`config.mk`:
```
export PLATFORM = sky130hd
export DESIGN_NAME = dec_scan_n
export DESIGN_NICKNAME = d
export VERILOG_FILES = /design/src/rtl/dec_pkg.sv /design/src/rtl/dec_onehot_n.sv /design/src/rtl/dec_scan_n.sv
export SDC_FILE = /design/constraint.sdc
export NUM_CORES = 1
export LEC_CHECK = 0
export BUFFER_PORTS_ARGS = -buffer_cell sky130_fd_sc_hd__buf_4
export CAP_MARGIN = 20
export CORE_MARGIN = 5
export CORE_UTILIZATION = 58
export CTS_CLUSTER_DIAMETER = 150
export DETAILED_ROUTE_END_ITERATION = 8
export PLACE_DENSITY_LB_ADDON = 0.3
export SLEW_MARGIN = 10
export SYNTH_ARGS = -nofsm -noshare
export SYNTH_HDL_FRONTEND = slang
export SYNTH_SLANG_ARGS = --single-unit
export TNS_END_PERCENT = 1
```
`constraint.sdc`:
```
create_clock -name clk -period 4.1 [get_ports clk]
set_clock_uncertainty 0.1 [all_clocks]
set_input_delay 0.82 -clock clk [delete_from_list [all_inputs] [get_ports clk]]
set_output_delay 0.82 -clock clk [all_outputs]
set_load 0.005 [all_outputs]
```
`src/rtl/dec_pkg.sv`:
```
// Shared encodings and parameter limits for the scanning active-low decoder.
package dec_pkg;

   localparam int unsigned N_MIN     = 2;
   localparam int unsigned N_MAX     = 6;
   localparam int unsigned DWELL_MIN = 1;
   localparam int unsigned DWELL_MAX = 255;

   typedef enum logic [1:0] {
      MODE_DIRECT = 2'b00,
      MODE_SCAN   = 2'b01,
      MODE_STEP   = 2'b10,
      MODE_BLANK  = 2'b11
   } mode_e;

   typedef enum logic [1:0] {
      ST_OFF    = 2'b00,
      ST_DRIVE  = 2'b01,
      ST_SETTLE = 2'b10
   } state_e;

   function automatic bit in_range(input int unsigned v, input int unsigned lo,
                                   input int unsigned hi);
      return (v >= lo) && (v <= hi);
   endfunction

endpackage

```
`src/rtl/dec_onehot_n.sv`:
```
// Combinational active-low N-to-2**N decoder: only output bit 'sel' is driven low.
module dec_onehot_n #(
   parameter int unsigned N = 4
) (
   input  logic [N-1:0]    sel,
   output logic [2**N-1:0] y_n
);

   always_comb begin
      y_n      = '1;
      y_n[sel] = 1'b0;
   end

endmodule

```
`src/rtl/dec_scan_n.sv`:
```
// Scanning active-low one-hot decoder with DIRECT/SCAN/STEP/BLANK modes and a
// one-cycle blanking SETTLE state on mode changes.
module dec_scan_n
   import dec_pkg::*;
#(
   parameter int unsigned N     = 4,
   parameter int unsigned DWELL = 1
) (
   input  logic            clk,
   input  logic            rst_n,
   input  logic            en,
   input  logic [1:0]      mode,
   input  logic [N-1:0]    addr,
   input  logic            load,
   input  logic            step,
   output logic [2**N-1:0] y_n,
   output logic [N-1:0]    cur,
   output logic            wrap,
   output logic            active
);

   if (!in_range(N, N_MIN, N_MAX) || !in_range(DWELL, DWELL_MIN, DWELL_MAX)) begin : g_bad_param
      $error("dec_scan_n: N or DWELL outside legal range");
   end

   localparam logic [7:0]   DWELL_LAST = 8'(DWELL);
   localparam logic [N-1:0] CUR_MAX    = '1;

   mode_e          mode_v;
   mode_e          mode_q;
   state_e         state;
   logic [N-1:0]   cur_d;
   logic [7:0]     dwell_cnt;
   logic [7:0]     dwell_d;
   logic           go;
   logic           steady;
   logic           adv;
   logic           wrap_d;
   logic [2**N-1:0] dec_y;

   assign mode_v = mode_e'(mode);

   // steady: already driving and staying in DRIVE with the same mode this cycle
   always_comb begin
      go     = en && (mode_v != MODE_BLANK);
      steady = (state == ST_DRIVE) && go && (mode_v == mode_q);
   end

   // en=0 freezes both the address and the dwell count, including any load
   always_comb begin
      cur_d   = cur;
      dwell_d = dwell_cnt;
      adv     = 1'b0;
      if (en) begin
         dwell_d = '0;
         if (load || (mode_v == MODE_DIRECT)) begin
            cur_d = addr;
         end else if (steady && (mode_v == MODE_SCAN)) begin
            if (dwell_cnt + 8'd1 == DWELL_LAST) adv = 1'b1;
            else                                dwell_d = dwell_cnt + 8'd1;
         end else if (steady && (mode_v == MODE_STEP) && step) begin
            adv = 1'b1;
         end
         if (adv) cur_d = cur + 1'b1;
      end
      wrap_d = adv && (cur == CUR_MAX);
   end

   // Decoding the next cur keeps y_n aligned with the registered cur.
   dec_onehot_n #(.N(N)) u_dec (
      .sel (cur_d),
      .y_n (dec_y)
   );

   always_ff @(posedge clk or negedge rst_n) begin
      if (!rst_n) begin
         state     <= ST_OFF;
         mode_q    <= MODE_BLANK;
         cur       <= '0;
         dwell_cnt <= '0;
         wrap      <= 1'b0;
         y_n       <= '1;
         active    <= 1'b0;
      end else begin
         mode_q    <= mode_v;
         cur       <= cur_d;
         dwell_cnt <= dwell_d;
         wrap      <= wrap_d;
         case (state)
            ST_DRIVE: begin
               if (!go) begin
                  state  <= ST_OFF;
                  y_n    <= '1;
                  active <= 1'b0;
               end else if (mode_v != mode_q) begin
                  state  <= ST_SETTLE;
                  y_n    <= '1;
                  active <= 1'b0;
               end else begin
                  y_n    <= dec_y;
                  active <= 1'b1;
               end
            end
            default: begin
               if (go) begin
                  state  <= ST_DRIVE;
                  y_n    <= dec_y;
                  active <= 1'b1;
               end else begin
                  state  <= ST_OFF;
                  y_n    <= '1;
                  active <= 1'b0;
               end
            end
         endcase
      end
   end

endmodule

```
==> reports/results.txt, run 1 <==
Endpoints failing hold: 0
Total gr overflow: 0
Largest net degree at the start of global routing: 35
Initial Util: 61.0%
Status: complete, no violations
TritonCTS Sinks: 34
CP Max Fanout: 8
DRT iter0 DRCs: 52
Req. time, crit path: 4.25 ns
Post-Synth Simple-Gate Area: 24.1%
VDD IR max: 398 uV
Slowest CP cell: nor4b_4
Total CTS buffers: 5
Hold Path Class: in -> async
Final Instance Count excl. Fillers: 218
DRC Markers: 0
Setup repair bufs after CTS: 0
Final setup vio count: 0
RSZ-0062 raised after global routing: false
First-pass DRT Iterations: 4
Gr usage total: 19.3%
Number of hold buffers added after cts: 0
Worst path bufs/invs: 0
Delay-heaviest family, CP: simple AND/OR/NAND/NOR gates
Post-CTS Resized: 0
Setup TNS: 0 ns
Post-route setup slack: 1.19 ns
Final wirelength: 3590 microns
Fin crit share: 71.1%
Post-synth cell types: 48
Synthesized instance count: 151
Die area: 4100 sq um
Via count: 1343
Initial antenna violation count: 0
Port Buffer Count: 32
Die H: 64.1 microns
H-tree depth: 2
Setup WS pre-CTS: 1.00 ns
CTS tree: done
Sequential-to-total area share from yosys stat: 51.5%
Worst-margin pin slew: 0.527 ns
CP peak stage delay: 0.56 ns
First-pass GRT wire length: 6220 microns
Synth Area in Compound Gates: 13.4%
Synthesis-stage register bit count: 34
Top Ports: 33
Inserted Diodes: 0
Fmax: 343 MHz
Die Span X: 64.1 microns
Largest family of logic cells by synthesized area: simple AND/OR/NAND/NOR gates
GPL Wtd Cong: 0.804
Setup crit end kind: flop
Commonest non-fill, non-tap cells in the layout: 32 x buf_4, 18 x nand4_1, 18 x dfstp_2
Placed cell areas: 1950 sq um
XOR/XNOR Fraction of Synth Area: 4.58%
Routed Antenna Nets: 0
Clk buf depth: 2
Crit path kind: reg -> reg
Synth async-reset ratio: 100%
Post-synth EDFFs: 0
Setup crit start kind: flop
Lkg Pwr: 0.827 nW
Post-synthesis area per instance: 11.2 sq um
Share of layout cells above drive strength 1: 40.1%
Top-area cell type share of the netlist area: 27.9%
Final min period: 2.91 ns
Ranking of synthesized cells by area: dfstp_2 28%, dfrtp_1 24%, nand4_1 6.6%, xnor2_1 3.1%, o21ai_0 2.7%
Maxcap violations: 0
Synth Area in Adders: 2.21%
Power Dens Cells: 394 nW/um^2
Area grow syn2layout: 21.6%
Number of global-route vias before repair: 1349
Crit-path cells: ha_1, nor4bb_1, o31ai_1, nor4b_2, a31o_2, a21oi_2, nor4b_4, nand4_1
Ys flop type: dfstp_2
Max_slew headroom: 64.7%
NumNets Final: 200
Final HPWL from detailed placement: 2650 microns
Syn Std Cell Area: 1700 sq um
Multiplexer share of the synthesized area: 0.590%
Clk root buf: clkbuf_4
DR vias/cell: 6.16
Final std cell area, no fill: 2060 sq um
Routed len/inst: 16.5 microns
Mapped Nets: 165
Most common cell after layout, fill and taps aside: buf_4
CP arrival: 3.06 ns
Num rows: 19
Final Power: 0.813 mW
Max-slew violations: 0
Synth area leader: dfstp_2
Worst-Skew Late Latency: 0.34 ns
Core area: 2780 sq um
Worst-path clk slew: 0.10 ns
Synth warn: 0
DP Cell Count: 210
## layout make-up
class | instances | area, sq um
Sequential cell | 34 | 873
Multi-Input combinational cell | 104 | 761
Fill cell | 195 | 721
Timing Repair Buffer | 32 | 240
Clock inverter | 2 | 60.1
Clock buffer | 6 | 51.3
Tap cell | 31 | 38.8
Inverter | 9 | 36.3
## through the flow
step / utilization, % / hold WS [ns]
2_1_floorplan: - / 0.382
3_3_place_gp: 70.1 / 0.400
3_5_place_dp: 70.1 / 0.419
4_1_cts: 74.1 / 0.306
5_1_grt: 74.1 / 0.324
6_report: 74.1 / 0.303
## metal layers
metal | GRT usage [%] | part of all wire, %
met4 | 7.53 | 2.6
met1 | 23.6 | 40
met3 | 6.83 | 7.1
met2 | 31.2 | 50
met5 | 0 | 0
## report_power, final
| group | switching [mW] | total (mW) | internal, mW |
|---|---|---|---|
| sequential | 0.0158 | 0.371 | 0.355 |
| combinational | 0.0722 | 0.123 | 0.0511 |
| clock | 0.112 | 0.319 | 0.207 |
| total | 0.200 | 0.813 | 0.612 |
## worst paths after layout
kind | start | to | slack (ns) | cells past startpoint
worst max-delay path | dwell_cnt[0] | y_n[4] | 1.19 | 8
worst min-delay path | rst_n | dwell_cnt[3] | 0.30 | 1
worst max register to register | dwell_cnt[0] | y_n[4] | 1.19 | 8
worst min register to register | dwell_cnt[7] | dwell_cnt[7] | 0.44 | 2
max in group asynchronous | rst_n | y_n[9] | 3.26 | 1
min in group clk | dwell_cnt[7] | dwell_cnt[7] | 0.44 | 2
## logic make-up after synthesis
logic type	Yosys count
flops	34
compound gates	28
buf+inv	13
simple gates	64
mux	1
xor+xnor	8
fa+ha+maj	3
## sequential cells by signal, indices dropped and copies added (netlist names)
signal,cells
dwell_cnt,8
mode_q,2
state,2
cur,4
active,1
y_n,16
wrap,1
## cell usage after synthesis (2+ instances only)
cell,instances
dfrtp_1,16
nor2_1,4
or3_1,2
inv_2,2
xnor2_1,6
ha_1,3
nor3_1,3
nand4_1,18
o22ai_1,4
buf_2,2
and3_1,4
dfstp_2,18
o21ai_0,9
nand3_1,8
nand2_1,10
nand2b_1,2
inv_1,6
nor2b_1,4
Note: power is estimated with default switching activity, not from simulation.
==> inputs of run 2 (changes only) <==
Settings changed: CORE_UTILIZATION 58 to 54.
Clock period 4.1 ns to 2.7 ns, I/O delays scaled along.
==> reports/results.txt, run 2 (synthesis gave the netlist of run 1 again) <==
Status: complete, no violations (unchanged)
DR vias/cell: 5.87 (was 6.16)
Worst Setup EP: y_n[15] (was y_n[4])
Delay-heaviest family, CP: simple AND/OR/NAND/NOR gates (unchanged)
Number of global-route vias before repair: 1332 (was 1349)
Via count: 1404 (was 1343)
Endpoints failing hold: 0 (unchanged)
Crit-path cells: ha_2, nor4bb_4, o31ai_1, nor4b_2, a31o_2, and3_2, o31a_1, nand4_1 (was ha_1, nor4bb_1, o31ai_1, nor4b_2, a31o_2, a21oi_2, nor4b_4, nand4_1)
First-pass GRT wire length: 6200 microns (was 6220 microns)
TritonCTS Sinks: 34 (unchanged)
Initial Util: 56.0% (was 61.0%)
Final HPWL from detailed placement: 2730 microns (was 2650 microns)
CP peak stage delay: 0.41 ns (was 0.56 ns)
Die Span X: 66.0 microns (was 64.1 microns)
Routed len/inst: 16.6 microns (was 16.5 microns)
Worst path bufs/invs: 0 (unchanged)
Stages on worst setup path: 8 (unchanged)
CP Max Fanout: 8 (unchanged)
Max-slew violations: 0 (unchanged)
Worst-path clk slew: 0.11 ns (was 0.10 ns)
Power Dens Cells: 580 nW/um^2 (was 394 nW/um^2)
Crit path kind: reg -> reg (unchanged)
Initial antenna violation count: 0 (unchanged)
Placed cell areas: 1990 sq um (was 1950 sq um)
VDD IR max: 337 uV (was 398 uV)
Most common cell after layout, fill and taps aside: buf_4 (unchanged)
Total gr overflow: 0 (unchanged)
Slowest CP cell: nor4b_2 (was nor4b_4)
Regs by FF count: y_n (16), dwell_cnt (8), cur (4) (unchanged)
Req. time, crit path: 2.87 ns (was 4.25 ns)
DRT iter0 DRCs: 89 (was 52)
Clk buf depth: 2 (unchanged)
Reg2reg path depth: 8 (unchanged)
R2r setup slk: 0.08 ns (was 1.19 ns)
Core area: 3030 sq um (was 2780 sq um)
Total CTS buffers: 5 (unchanged)
Worst-Skew Late Latency: 0.35 ns (was 0.34 ns)
H-tree depth: 2 (unchanged)
R2R Path Start: dwell_cnt[0] (unchanged)
Area grow syn2layout: 27.9% (was 21.6%)
Setup crit end kind: flop (unchanged)
Final wirelength: 3970 microns (was 3590 microns)
NumNets Final: 208 (was 200)
Largest net degree at the start of global routing: 35 (unchanged)
Fmax: 381 MHz (was 343 MHz)
Fin crit share: 97.2% (was 71.1%)
Hold Path Class: in -> async (unchanged)
CTS tree: done (unchanged)
Post-route setup slack: 0.0766 ns (was 1.19 ns)
Clk root buf: clkbuf_4 (unchanged)
Die area: 4360 sq um (was 4100 sq um)
Num rows: 20 (was 19)
Gr usage total: 19.0% (was 19.3%)
Lkg Pwr: 0.862 nW (was 0.827 nW)
Routed Antenna Nets: 0 (unchanged)
GPL Wtd Cong: 0.920 (was 0.804)
Worst-margin pin slew: 0.411 ns (was 0.527 ns)
Setup WS pre-CTS: -0.107 ns (was 1.00 ns)
Maxcap violations: 0 (unchanged)
Die H: 66.0 microns (was 64.1 microns)
First-pass DRT Iterations: 4 (unchanged)
Top Ports: 33 (unchanged)
DRC Markers: 0 (unchanged)
Commonest non-fill, non-tap cells in the layout: 40 x buf_4, 18 x nand4_1, 18 x dfstp_2 (was 32 x buf_4, 18 x nand4_1, 18 x dfstp_2)
Final std cell area, no fill: 2170 sq um (was 2060 sq um)
Final setup vio count: 0 (unchanged)
CP arrival: 2.79 ns (was 3.06 ns)
Inserted Diodes: 0 (unchanged)
Critical Path Source: dwell_cnt[0] (unchanged)
Max_slew headroom: 72.6% (was 64.7%)
Share of layout cells above drive strength 1: 45.1% (was 40.1%)
Port Buffer Count: 32 (unchanged)
Hold slack: 0.0147 ns (was 0.303 ns)
Largest reg by FF count: y_n (unchanged)
R2R Path End: y_n[15] (was y_n[4])
Setup crit start kind: flop (unchanged)
Number of hold buffers added after cts: 0 (unchanged)
Max FFs per register: 16 (unchanged)
Final min period: 2.62 ns (was 2.91 ns)
## run 2: layer usage
| metal | track usage, % | part of all wire (%) | vias up |
|---|---|---|---|
| li1 | - | - | 648 |
| met1 | 24.4 | 42 | 698 |
| met2 | 30.7 | 50 | 50 |
| met3 | 5.44 | 6.2 | 8 |
| met4 | 6.85 | 1.5 | 0 |
| met5 | 0 | 0 | - |
## run 2: where the power goes
group | leakage [nW] | internal (mW) | switching, mW
Sequential | 0.398 | 0.539 | 0.0238
Clock | 0.0585 | 0.314 | 0.178
Combinational | 0.406 | 0.0856 | 0.117
## run 2: through the flow
| step | std cells | total power [mW] | util, % | TNS (ns) |
|---|---|---|---|---|
| global placement | 226 | 0.752 | 65.7 | 0 |
| global route | 239 | 1.32 | 71.6 | -0.109 |
| CTS | 236 | 1.26 | 69.8 | 0 |
| detailed placement | 226 | 0.763 | 65.7 | -0.699 |
| floorplan | 151 | 0.674 | - | 0 |
| finish | 239 | 1.26 | 71.6 | 0 |
## run 2: worst register-to-register path, delay by kind of cell (launching register included)
kind | cells | cell delay [ns]
flops | 1 | 0.39
fa+ha+maj | 1 | 0.24
compound gates | 3 | 0.73
simple gates | 4 | 1.09
## run 2: final cells by class
| type | count | area [sq um] |
|---|---|---|
| Timing Repair Buffer | 40 | 300 |
| Inverter | 9 | 36.3 |
| Sequential cell | 34 | 875 |
| Multi-Input combinational cell | 104 | 791 |
| Fill cell | 208 | 860 |
| Clock inverter | 2 | 60.1 |
| Clock buffer | 6 | 51.3 |
| Tap cell | 44 | 55.1 |
## run 2: worst min-delay path by stage
stage | cells past startpoint | slack (ns) | start | end
final | 1 | 0.01 | rst_n | wrap
after detailed placement | 1 | 0.41 | rst_n | dwell_cnt[4]
after CTS | 1 | 0.03 | rst_n | wrap
after global placement | 1 | 0.39 | rst_n | dwell_cnt[5]
after floorplan | 0 | 0.14 | rst_n | active
after global routing | 1 | 0.03 | rst_n | wrap
## run 2: timing repair
item | CTS | global route
setup endpoints to repair | 9 | 18
pin swaps | 2 | 4
gates resized for setup | 0 | 7
buffers inserted | 2 | 3
